$ cat src/rtl/alu_arbiter.sv
`default_nettype none
// +--------------------------------------------------------------------------+
// | alu_arbiter: round-robin, lockable arbiter sharing one ALU between the   |
// | fetch and execute stages. Optional macro: ALU_ARB_STARVE_GUARD_EN.       |
// | Revision: 1.0                                                            |
// +--------------------------------------------------------------------------+
module alu_arbiter #(
  parameter int LOCK_MAX = 4
) (
  input  logic        clk,
  input  logic        reset,
  input  logic        req0_valid,
  output logic        req0_ready,
  input  logic        req0_lock,
  input  logic [4:0]  req0_control,
  input  logic [31:0] req0_src_a,
  input  logic [31:0] req0_src_b,
  input  logic        req1_valid,
  output logic        req1_ready,
  input  logic        req1_lock,
  input  logic [4:0]  req1_control,
  input  logic [31:0] req1_src_a,
  input  logic [31:0] req1_src_b,
  output logic [4:0]  alu_control,
  output logic [31:0] alu_src_a,
  output logic [31:0] alu_src_b,
  input  logic [31:0] alu_result,
  output logic        resp0_valid,
  output logic [31:0] resp0_result,
  output logic        resp1_valid,
  output logic [31:0] resp1_result,
  output logic        grant_owner
);

  localparam int                 c_cnt_w   = $clog2(LOCK_MAX + 1);
  localparam logic [c_cnt_w-1:0] c_cnt_max = c_cnt_w'(LOCK_MAX);
  localparam logic [4:0]         c_alu_add = 5'b00010;

  logic               last_q, last_d;
  logic               lock_active_q, lock_active_d;
  logic               lock_owner_q, lock_owner_d;
  logic [c_cnt_w-1:0] lock_cnt_q, lock_cnt_d;
  logic               resp0_valid_q, resp0_valid_d;
  logic               resp1_valid_q, resp1_valid_d;
  logic [31:0]        resp0_result_q, resp0_result_d;
  logic [31:0]        resp1_result_q, resp1_result_d;

  logic               lock_hold;
  logic               grant0, grant1, grant_any, grant_lock;
  logic [c_cnt_w-1:0] cnt_inc;

  // A lock only binds while its owner still presents an operation.
  always_comb begin
    lock_hold = lock_active_q && (lock_owner_q ? req1_valid : req0_valid);
    grant0    = 1'b0;
    grant1    = 1'b0;
    if (lock_hold) begin
      grant0 = !lock_owner_q;
      grant1 = lock_owner_q;
    end else if (req0_valid && req1_valid) begin
      grant0 = last_q;
      grant1 = !last_q;
    end else begin
      grant0 = req0_valid;
      grant1 = req1_valid;
    end
    grant_any  = grant0 || grant1;
    grant_lock = grant1 ? req1_lock : req0_lock;
  end

  always_comb begin
    alu_control = c_alu_add;
    alu_src_a   = 32'h0;
    alu_src_b   = 32'h0;
    if (grant0) begin
      alu_control = req0_control;
      alu_src_a   = req0_src_a;
      alu_src_b   = req0_src_b;
    end else if (grant1) begin
      alu_control = req1_control;
      alu_src_a   = req1_src_a;
      alu_src_b   = req1_src_b;
    end
  end

  always_comb begin
    cnt_inc        = (lock_cnt_q == c_cnt_max) ? lock_cnt_q : lock_cnt_q + c_cnt_w'(1);
    last_d         = grant_any ? grant1 : last_q;
    lock_active_d  = lock_active_q;
    lock_owner_d   = lock_owner_q;
    lock_cnt_d     = lock_cnt_q;
    resp0_valid_d  = grant0;
    resp1_valid_d  = grant1;
    resp0_result_d = grant0 ? alu_result : resp0_result_q;
    resp1_result_d = grant1 ? alu_result : resp1_result_q;
    if (grant_any) begin
      if (grant_lock) begin
`ifdef ALU_ARB_STARVE_GUARD_EN
        // Forced release once the owner has used its full budget.
        if (cnt_inc == c_cnt_max) begin
          lock_active_d = 1'b0;
          lock_cnt_d    = '0;
        end else begin
          lock_active_d = 1'b1;
          lock_owner_d  = grant1;
          lock_cnt_d    = cnt_inc;
        end
`else
        lock_active_d = 1'b1;
        lock_owner_d  = grant1;
        lock_cnt_d    = cnt_inc;
`endif
      end else begin
        lock_active_d = 1'b0;
        lock_cnt_d    = '0;
      end
    end else if (lock_active_q && !lock_hold) begin
      lock_active_d = 1'b0;
      lock_cnt_d    = '0;
    end
  end

  always_ff @(posedge clk) begin
    if (reset) begin
      last_q         <= 1'b1;
      lock_active_q  <= 1'b0;
      lock_owner_q   <= 1'b0;
      lock_cnt_q     <= '0;
      resp0_valid_q  <= 1'b0;
      resp1_valid_q  <= 1'b0;
      resp0_result_q <= 32'h0;
      resp1_result_q <= 32'h0;
    end else begin
      last_q         <= last_d;
      lock_active_q  <= lock_active_d;
      lock_owner_q   <= lock_owner_d;
      lock_cnt_q     <= lock_cnt_d;
      resp0_valid_q  <= resp0_valid_d;
      resp1_valid_q  <= resp1_valid_d;
      resp0_result_q <= resp0_result_d;
      resp1_result_q <= resp1_result_d;
    end
  end

  assign req0_ready   = grant0;
  assign req1_ready   = grant1;
  assign resp0_valid  = resp0_valid_q;
  assign resp1_valid  = resp1_valid_q;
  assign resp0_result = resp0_result_q;
  assign resp1_result = resp1_result_q;
  assign grant_owner  = last_q;

endmodule
`default_nettype wire

$ cat config.mk
export PLATFORM = sky130hd
export DESIGN_NAME = alu_arbiter
export DESIGN_NICKNAME = d
export VERILOG_FILES = /design/src/rtl/alu_arbiter.sv
export SDC_FILE = /design/constraint.sdc
export NUM_CORES = 1
export LEC_CHECK = 0
export BUFFER_PORTS_ARGS = -buffer_cell sky130_fd_sc_hd__buf_2
export CAP_MARGIN = 15
export CORE_MARGIN = 10
export CORE_UTILIZATION = 24
export CTS_BUF_LIST = sky130_fd_sc_hd__clkbuf_4 sky130_fd_sc_hd__clkbuf_8
export DETAILED_ROUTE_END_ITERATION = 7
export SLEW_MARGIN = 30
export SYNTH_ARGS = -nofsm -noshare
export SYNTH_HDL_FRONTEND = slang
export SYNTH_SLANG_ARGS = --single-unit
$ cat constraint.sdc
create_clock -name clk -period 2.1 [get_ports clk]
set_input_delay 0.42 -clock clk [delete_from_list [all_inputs] [get_ports clk]]
set_output_delay 0.42 -clock clk [all_outputs]
set_load 0.01 [all_outputs]
==> results by group, run 1 <==
Routing
  – Final WL: ~19000 um
  – Vias per inst: 4.708
  – Drt wl/cell: 18.25 um
  – Detailed Routing Iterations Pass 1: 4
  – DRT iter0 DRCs: about 230
  – Via count: between 4000 and 5000
  – # DRC: 0
  – Antenna-violating nets left: 0

GRT
  – Grt ovf: 0
  – Largest net degree at the start of global routing: 41
  – Initial antenna violation count: 5
  – Vias in the first global route: 4739
  – First-pass GRT wire length: between 20000 and 30000 um
  – Total global-route track usage: between 10% and 20%

Min path
  – Min-delay src: alu_result[29]
  – Hold Path Class: input pin to flip-flop
  – Hold path cells: 3

Die
  – Die Ht: ~140 um
  – FP Rows: between 40 and 50
  – # IOs: 314
  – Core area: approximately 0.014 mm2
  – Die area: 0.01985 mm2
  – Die width: approximately 140 um
  – Initial Util: between 20% and 30%

Yosys
  – Post-synthesis adder-cell area fraction: 0%
  – Post-synthesis mux area share: 0%
  – Post-synthesis compound-gate area fraction: 16.13%
  – Sequential cell area fraction in the yosys report: 39.39%
  – Post-synth EDFFs: 0
  – Xor/xnor share of the synthesized area: 0%
  – Post-Syn Nets: 720
  – Yosys reg bits: ~70
  – Synth warn: 0
  – Primary FF master, synth: dfxtp_1
  – Largest family of logic cells by synthesized area: simple AND/OR/NAND/NOR gates
  – Mapped Cells: between 500 and 600
  – FFs w/ async S/R, synth: 0%
  – Mapped Area: roughly 0.0035 mm2
  – Synth cell types: 22
  – Simple-Gate Fraction of Synth Area: 37.42%
  – Mean area per synthesized cell: around 6.4 um2

Timing
  – Crit share post-route: 108.3%
  – Min Clock Period, post-route: around 2.3 ns
  – RSZ-0062 raised after global routing: yes
  – Final Hold Vio Count: 0
  – Achievable Freq: approximately 440 MHz
  – Fin worst setup slack: -0.1753 ns
  – Slew HR: a little under three quarters
  – Endpoints failing setup: around 70
  – Max Slew Vio Count: 0
  – Max Clock Skew: 0.009441 ns
  – Worst-margin pin slew: roughly 0.43 ns

Critical path
  – Critical Path AT: 1.86 ns
  – Reg2Reg Depth: 9
  – Reg2reg end: resp0_result[21]
  – Crit Path Max Fanout: 9
  – Worst Setup SP: lock_active_q
  – Worst R2R Setup Slack: between 0.2 and 0.3 ns
  – CP Class: flip-flop to output port
  – CP endpoint kind: output port
  – Worst setup path endpoint: alu_src_b[11]
  – Critical path required time: 1.68 ns
  – Reg2reg start: lock_active_q
  – Startpoint types: flip-flop

CTS
  – CTS Hold Bufs: 0
  – Sink Count: 69
  – Clock root cell: clkbuf_8
  – Clk slew on worst S/H paths: 0.08 ns
  – TritonCTS clock tree: done
  – CTS buffer count: 9
  – Clock latency on the worst-skew pair: 0.35 ns
  – CTS HTree Levels: 3
  – CTS max path bufs: 2

Final layout
  – Layout area overhead: 75.35%
  – Layout cells sized above 1: 47.17%
  – Filler cell count: around 1500
  – Sequential Area: 0.001386 mm2
  – Area of the multi-input gates: around 0.0020 mm2
  – Fin area: around 0.006 mm2
  – Layout Nets: slightly above 1000
  – Final core utilization: 42.64%

Pwr
  – Leak pwr: roughly 3.3 nW
  – VDD IR max: approximately 480 uV
  – Pwr dens: 609.8 mW/mm2

Place
  – Dpl cell area: between 0.005 and 0.006 mm2
  – Detailed placement HPWL: 13880 um
  – GP Congestion: between 0.8 and 0.9
  – IO buf count: 313

Status
  – Failing checks: setup timing
  – Status: finished with violations

Run
  – Max_cap viols: 0
[cells in the mapped netlist, types with 2 or more instances]
master | n | area [um2]
nand2_1 | 202 | 758.2
nand3_1 | 100 | 500.5
dfxtp_1 | 69 | 1381
a21oi_1 | 66 | 330.3
o21ai_1 | 31 | 155.2
clkbuf_1 | 25 | 93.84
buf_2 | 21 | 105.1
inv_2 | 4 | 15.01
buf_1 | 3 | 11.26
nand2b_1 | 3 | 18.77
nor2_1 | 3 | 11.26
nor2b_1 | 3 | 18.77
buf_4 | 2 | 15.01
inv_1 | 2 | 7.510
o21ai_0 | 2 | 10.01
o32ai_1 | 2 | 17.52
[power by group]
part / switching [mW] / total, mW / leakage [nW] / internal, mW
combinational: 0.736 / 1.36 / 2.63 / 0.628
sequential: 0.0402 / 1.43 / 0.567 / 1.39
clock: 0.514 / 0.953 / 0.0894 / 0.439
total: 1.29 / 3.75 / 3.29 / 2.46
[layer usage]
metal / wire [um] / GRT usage [%] / up-vias
met5: 13 / 0 / -
met1: 7369 / 18.94 / 2239
met4: 385 / 5.217 / 2
met3: 1977 / 6.987 / 28
li1: - / - / 2447
met2: 9470 / 29.06 / 242
[worst max-delay path: stages, from the launching register on]
cell and delay [ns]:
dfxtp_4 0.36, nor2b_4 0.14, o31ai_4 0.30, buf_6 0.17, inv_8 0.07, clkbuf_16 0.17
nand2_1 0.08, nand2_1 0.06, buf_2 0.14
[area by class of cell]
class | count | area share, %
timing repair buffer | 358 | 37.72
multi-input combinational | 418 | 32.63
sequential | 69 | 22.54
tap | 184 | 3.744
clock buffer | 10 | 2.136
clock inverter | 6 | 0.6511
inverter | 6 | 0.4883
antenna | 2 | 0.08138
[sequential cells by signal (all words and copies together), names as in the netlist]
| register | cells |
|---|---|
| grant_owner | 1 |
| lock_active_q | 1 |
| lock_owner_q | 1 |
| resp0_result | 32 |
| resp0_valid | 1 |
| resp1_result | 32 |
| resp1_valid | 1 |
[through the flow]
stage	hold slack (ns)	instances	TNS, ns	power [mW]	worst slack (ns)
global route	0.2977	1053	-15.77	3.972	-0.2772
global placement	0.4385	1014	-0.04069	2.591	-0.02783
finish	0.3130	1053	-7.964	3.750	-0.1753
CTS	0.2934	1043	-12.05	3.717	-0.2355
detailed placement	0.4435	1014	-0.09317	2.593	-0.03934
floorplan	0.4746	544	0	2.016	0.1016
[worst min-delay path by stage]
stage	end	slack, ns
after floorplan	lock_owner_q	0.47
after global placement	resp0_result[15]	0.44
after detailed placement	resp0_result[6]	0.44
after CTS	resp0_result[29]	0.29
after global routing	resp0_result[28]	0.30
final	resp0_result[29]	0.31
[what timing repair did]
item | CTS | global route
endpoints found under the setup margin | 70 | 70
resized for setup | 48 | 23
buffers inserted | 8 | 3
pin swaps | 38 | 3
gates cloned | 5 | 7
[logic make-up (layout without fill, tap and decap cells)]
group           count (synthesis)  count (layout)
flops                          69              69
buf+inv                        57             380
compound gates                106             106
other cells                     0               2
simple gates                  312             312
[cell usage in the layout (no fill, tap or decap), types with 6 or more instances in the layout]
cell type,count
a21oi_1,65
buf_12,8
buf_2,298
buf_4,21
buf_6,18
clkbuf_8,9
dfxtp_1,67
nand2_1,196
nand2_2,6
nand3_1,84
nand3_2,16
o21ai_1,30
(Power assumes the default switching activity.)
==> inputs of run 2 (changes only) <==
--- a/config.mk
+++ b/config.mk
@@ -7,7 +7,6 @@
 export LEC_CHECK = 0
 export BUFFER_PORTS_ARGS = -buffer_cell sky130_fd_sc_hd__buf_2
 export CAP_MARGIN = 15
-export CORE_MARGIN = 10
 export CORE_UTILIZATION = 24
 export CTS_BUF_LIST = sky130_fd_sc_hd__clkbuf_4 sky130_fd_sc_hd__clkbuf_8
 export DETAILED_ROUTE_END_ITERATION = 7
==> constraint.sdc (replaced) <==
create_clock -name clk -period 2.85 [get_ports clk]
set_input_delay 0.57 -clock clk [delete_from_list [all_inputs] [get_ports clk]]
set_output_delay 0.57 -clock clk [all_outputs]
set_load 0.01 [all_outputs]
==> results by group, run 2 (synthesis results as in run 1) <==
Critical path
  – Critical path required time: 2.28 ns
  – Critical Path AT: 2.07 ns
  – Worst path slowest cell: dfxtp_1
  – Startpoint types: flip-flop
  – Worst Setup SP: grant_owner
  – Critical Path Stages: 7
  – Crit Path Max Fanout: between 80 and 90
  – Reg2Reg Depth: 6
  – Biggest cell delay along the critical path: roughly 0.43 ns
  – CP Class: flip-flop to output port
  – CP Cell Sequence: nor2b_1, o31ai_4, clkinv_2, buf_12, nand2_1, nand2_1, buf_2
  – CP bufs+invs: 3
  – Reg2reg start: grant_owner
  – CP endpoint kind: output port
  – Family with the most delay on the worst path: simple AND/OR/NAND/NOR gates
  – Crit-path most repeated cell: nand2_1

Die
  – Die Ht: 122.9 um
  – FP Rows: 43
  – # IOs: roughly 310
  – Initial Util: between 20% and 30%
  – Core area: 0.01404 mm2
  – Die width: roughly 120 um
  – Die area: 0.01510 mm2

CTS
  – Clock latency on the worst-skew pair: roughly 0.35 ns
  – CTS buffer count: 9
  – Clock root cell: clkbuf_8
  – CTS HTree Levels: 3
  – Postcts setup bufs: 0
  – Clk slew on worst S/H paths: 0.09 ns
  – Sink Count: slightly below 70
  – CTS Hold Bufs: 0
  – TritonCTS clock tree: done
  – CTS max path bufs: 2
  – Post-cts sizing count: 0

Place
  – IO buf count: ~310
  – Dpl cell area: about 0.0052 mm2
  – GP Congestion: roughly 0.76
  – Pre-CTS setup slack: a little under 0.4 ns
  – Detailed placement HPWL: 11930 um

Final layout
  – Fin area: about 0.0054 mm2
  – Layout cells sized above 1: between 40% and 50%
  – Final core utilization: approximately two fifths
  – Most frequent cells in the layout: buf_2 (313), nand2_1 (202), nand3_1 (100), dfxtp_1 (69), a21oi_1 (65)
  – Most common cell after layout, fill and taps aside: buf_2
  – Layout Nets: between 1000 and 1500
  – Layout area overhead: 54.23%
  – Filler cell count: 1523

Timing
  – Crit share post-route: 92.61%
  – RSZ-0062 raised after global routing: no
  – Min Clock Period, post-route: 2.639 ns
  – Post-route setup TNS: 0 ns
  – Max Clock Skew: between 0.01 and 0.015 ns
  – Fin worst setup slack: 0.2107 ns
  – Final Hold Vio Count: 0
  – Achievable Freq: between 300 and 400 MHz
  – Worst-margin pin slew: about 0.53 ns
  – Max Slew Vio Count: 0
  – Endpoints failing setup: 0
  – Slew HR: between 60% and 70%

Routing
  – Via count: roughly 4600
  – Drt wl/cell: ~15 um
  – Vias per inst: around 4.5
  – # DRC: 0
  – DRT iter0 DRCs: ~190
  – Final WL: approximately 16000 um
  – Antenna-violating nets left: 0
  – Detailed Routing Iterations Pass 1: 5

Pwr
  – Leak pwr: 2.976 nW
  – Clock group share of total power: slightly below 30%
  – Psw: 898.0 uW
  – Combinational share of power: around 30%
  – Net Sw Frac: between 30% and 40%
  – Pwr dens: about 480 mW/mm2
  – Sequential share of power: about two fifths
  – Int Power: approximately 1.7 mW
  – VDD IR max: approximately 280 uV

GRT
  – Grt ovf: 0
  – Total global-route track usage: 19.28%
  – First-pass GRT wire length: between 20000 and 25000 um
  – Initial antenna violation count: 3
  – Vias in the first global route: between 4000 and 5000
  – Largest net degree at the start of global routing: 86

Min path
  – Hold Path Class: flip-flop to flip-flop
  – Hold path cells: 2
  – Min-delay src: resp0_result[2]

Run
  – Max_cap viols: 0

Status
  – Status: completed
run 2: cell count changes in the layout (fill, tap and decap cells not counted), moves of 8 or more:
cell / delta
nand3_2: -16
buf_4: -8
buf_2: +15
buf_6: -18
nand3_1: +16
run 2: path summary, 6_finish.rpt:
check,slack (ns),end
worst min-delay path,0.45,resp0_result[2]
worst max register to register,0.93,resp0_result[23]
worst max-delay path,0.21,alu_src_a[18]
worst min register to register,0.45,resp0_result[2]
run 2: per-stage QoR:
stage               cells  hold slack, ns  total power [mW]
finish               1019          0.4534             2.584
global route         1017          0.4560             2.754
CTS                  1017          0.4414             2.627
detailed placement   1001          0.4432             1.859
global placement     1001          0.4403             1.855
floorplan             544          0.4746             1.486
run 2: area by class of cell:
cell class | instances | area, um2 | share of cell area (%)
inverter | 6 | 23.77 | 0.4395
clock inverter | 6 | 45.04 | 0.8328
sequential | 69 | 1381 | 25.54
tap | 180 | 225.2 | 4.164
multi-input combinational | 418 | 1887 | 34.88
clock buffer | 10 | 137.6 | 2.545
antenna | 2 | 5.005 | 0.09253
timing repair buffer | 328 | 1704 | 31.51
run 2: metal layers:
metal | wire, um | track usage [%] | part of all wire (%)
met3 | 1219 | 4.507 | 7.8
met4 | 109 | 4.116 | 0.70
met1 | 6456 | 24.76 | 41
met2 | 7842 | 32.62 | 50
met5 | 0 | 0 | 0
run 2: worst min-delay path, cell delays in order, from the launching register on:
cell and delay (ns):
dfxtp_1 0.31, nand2_1 0.05, a21oi_1 0.05
run 2: power groups by stage:
stage	combinational (mW)	sequential, mW	clock (mW)
after floorplan	0.380	1.11	0
after global placement	0.781	1.07	0
after detailed placement	0.782	1.08	0
after CTS	0.785	1.05	0.787
after global routing	0.866	1.06	0.825
final	0.775	1.05	0.754
==> inputs of run 3 (changes only) <==
--- a/config.mk
+++ b/config.mk
@@ -5,11 +5,14 @@
 export SDC_FILE = /design/constraint.sdc
 export NUM_CORES = 1
 export LEC_CHECK = 0
+export ABC_AREA = 1
 export BUFFER_PORTS_ARGS = -buffer_cell sky130_fd_sc_hd__buf_2
 export CAP_MARGIN = 15
-export CORE_UTILIZATION = 24
+export CORE_AREA = 2 2 123 125
 export CTS_BUF_LIST = sky130_fd_sc_hd__clkbuf_4 sky130_fd_sc_hd__clkbuf_8
 export DETAILED_ROUTE_END_ITERATION = 7
+export DIE_AREA = 0 0 125 127
+export SKIP_CTS_REPAIR_TIMING = 1
 export SLEW_MARGIN = 30
 export SYNTH_ARGS = -nofsm -noshare
 export SYNTH_HDL_FRONTEND = slang
==> results by group, run 3 <==
Critical path
  – CP Class: flip-flop to output port
  – Crit Path Max Fanout: between 60 and 70
  – Crit-path most repeated cell: nand2_1
  – CP bufs+invs: 3
  – Critical Path AT: roughly 1.8 ns
  – CP endpoint kind: output port
  – Worst path slowest cell: dfxtp_1
  – Biggest cell delay along the critical path: roughly 0.38 ns
  – Reg2Reg Depth: 8
  – Critical Path Stages: 8
  – Critical path required time: 2.28 ns
  – Family with the most delay on the worst path: buffers and inverters
  – Startpoint types: flip-flop
  – CP Cell Sequence: inv_1, a21oi_1, nand2_1, nand2_4, buf_12, nand2_1, nand2_1, buf_2

Pwr
  – Clock group share of total power: 31.7%
  – Pwr dens: between 500 and 600 mW/mm2
  – Psw: 916.4 uW
  – Net Sw Frac: about 32%
  – Combinational share of power: between 20 and 30%
  – Sequential share of power: 38.7%
  – VDD IR max: between 200 and 300 uV
  – Int Power: approximately 1.9 mW
  – Leak pwr: approximately 3.1 nW

Place
  – Detailed placement HPWL: approximately 10000 um
  – GP Congestion: 0.8216
  – Pre-CTS setup slack: between 0.5 and 0.6 ns
  – IO buf count: roughly 310
  – Dpl cell area: between 0.004 and 0.005 mm2

Final layout
  – Antenna cell count: 0
  – Fin area: around 0.0051 mm2
  – Layout Nets: roughly 950
  – Layout cells sized above 1: between 40% and 50%
  – Most common cell after layout, fill and taps aside: buf_2
  – Most frequent cells in the layout: buf_2 (313), nand2_1 (221), dfxtp_1 (69), nor2_1 (49), o21ai_0 (39)
  – Final core utilization: between 30% and 40%
  – Layout area overhead: 58.77%

Timing
  – Max Clock Skew: between 0.01 and 0.015 ns
  – Post-route setup TNS: 0 ns
  – Worst-margin pin slew: 0.6297 ns
  – Achievable Freq: ~420 MHz
  – Endpoints failing setup: 0
  – Crit share post-route: between 80% and 90%
  – RSZ-0062 raised after global routing: no
  – Fin worst setup slack: between 0.4 and 0.5 ns
  – Max Slew Vio Count: 0
  – Min Clock Period, post-route: 2.361 ns
  – Slew HR: ~58%
  – Final Hold Vio Count: 0

Die
  – Die area: ~0.016 mm2
  – Core area: 0.01442 mm2
  – Die Ht: between 100 and 150 um
  – Die width: between 100 and 150 um
  – FP Rows: between 40 and 50
  – Initial Util: between 20 and 25%
  – # IOs: between 300 and 400

CTS
  – CTS max path bufs: 2
  – CTS HTree Levels: 3
  – Sink Count: 69
  – TritonCTS clock tree: done
  – Clk slew on worst S/H paths: around 0.070 ns
  – CTS buffer count: 9
  – Clock root cell: clkbuf_8
  – Clock latency on the worst-skew pair: roughly 0.34 ns

Yosys
  – Post-synthesis adder-cell area fraction: 0%
  – Yosys reg bits: 69
  – Post-synthesis mux area share: 0%
  – Synth cell count leaders: nand2_1 (221), dfxtp_1 (69), nor2_1 (49)
  – Mapped Cells: roughly 480
  – Post-Syn Nets: approximately 650
  – Simple-Gate Fraction of Synth Area: roughly a third
  – Mean area per synthesized cell: approximately 6.7 um2
  – Synth warn: 0
  – Leading post-synthesis cells by cell area: dfxtp_1 (43%), nand2_1 (26%), o21ai_0 (6.1%)
  – Mapped Area: about 0.0032 mm2
  – Synth top area share: 42.82%
  – Post-synthesis compound-gate area fraction: approximately 15%
  – FFs w/ async S/R, synth: 0%
  – Top-count cell post-synth: nand2_1
  – Post-synth top area cell: dfxtp_1
  – Largest family of logic cells by synthesized area: simple AND/OR/NAND/NOR gates
  – Primary FF master, synth: dfxtp_1
  – Synth cell types: 20
  – Sequential cell area fraction in the yosys report: between 40% and 50%
  – Xor/xnor share of the synthesized area: 0%
  – Post-synth EDFFs: 0

Routing
  – Antenna-violating nets left: 0
  – Via count: about 4000
  – Detailed Routing Iterations Pass 1: 4
  – # DRC: 0
  – Drt wl/cell: between 10 and 15 um
  – Final WL: roughly 13000 um
  – DRT iter0 DRCs: roughly 230
  – Vias per inst: 4.182

GRT
  – First-pass GRT wire length: about 20000 um
  – Largest net degree at the start of global routing: 65
  – Vias in the first global route: 3714
  – Initial antenna violation count: 0
  – Total global-route track usage: roughly 15%
  – Grt ovf: 0

Status
  – Status: completed

Min path
  – Hold path cells: 2
  – Hold Path Class: input pin to flip-flop

Run
  – Max_cap viols: 0
-- run 3: kinds of logic after synthesis --
logic type	Yosys count
flops	69
simple gates	282
compound gates	78
buf+inv	49
-- run 3: cell type report --
| type | count | area, um2 |
|---|---|---|
| clock buffers | 10 | 137.6 |
| clock inverters | 5 | 82.58 |
| fillers | 1604 | 9303 |
| inverters | 19 | 71.32 |
| multi-input cells | 360 | 1582 |
| flip-flops and latches | 69 | 1381 |
| well taps | 184 | 230.2 |
| repair buffers | 319 | 1637 |
-- run 3: worst paths after layout --
kind                 endpoint              from  slack, ns
min reg2reg  resp1_result[31]  resp1_result[31]       0.45
max reg2reg  resp1_result[30]      lock_owner_q       1.13
min              lock_owner_q             reset       0.45
max             alu_src_a[26]       grant_owner       0.49
-- run 3: power groups by stage --
stage / Clock (mW) / Sequential [mW] / Combinational (mW)
after floorplan: 0 / 1.16 / 0.404
after global routing: 0.980 / 1.11 / 0.931
final: 0.896 / 1.09 / 0.840
after CTS: 0.933 / 1.09 / 0.854
after detailed placement: 0 / 1.11 / 0.851
after global placement: 0 / 1.11 / 0.848
-- run 3: worst reg2reg max path: stages (launching register included) --
cell and delay (ns):
dfxtp_1 0.41, inv_2 0.07, nand2_2 0.06, nand3_2 0.08, nand2_2 0.10, nand2_4 0.12, nand2_2 0.24, inv_2 0.25
a22o_1 0.28
-- run 3: metal layers --
metal	up-vias	GRT usage, %	wire length (um)
met5	-	0	0
met2	160	24.78	6212
met1	1772	20.98	6014
li1	2099	-	-
met4	0	3.725	124
met3	9	3.978	882
-- run 3: per-stage QoR --
stage          power, mW  hold slack (ns)  std cells
2_1_floorplan      1.561           0.4808        478
5_1_grt            3.018           0.4159        966
6_report           2.831           0.4453        966
3_5_place_dp       1.965           0.4454        951
4_1_cts            2.881           0.4180        966
3_3_place_gp       1.962           0.4350        951
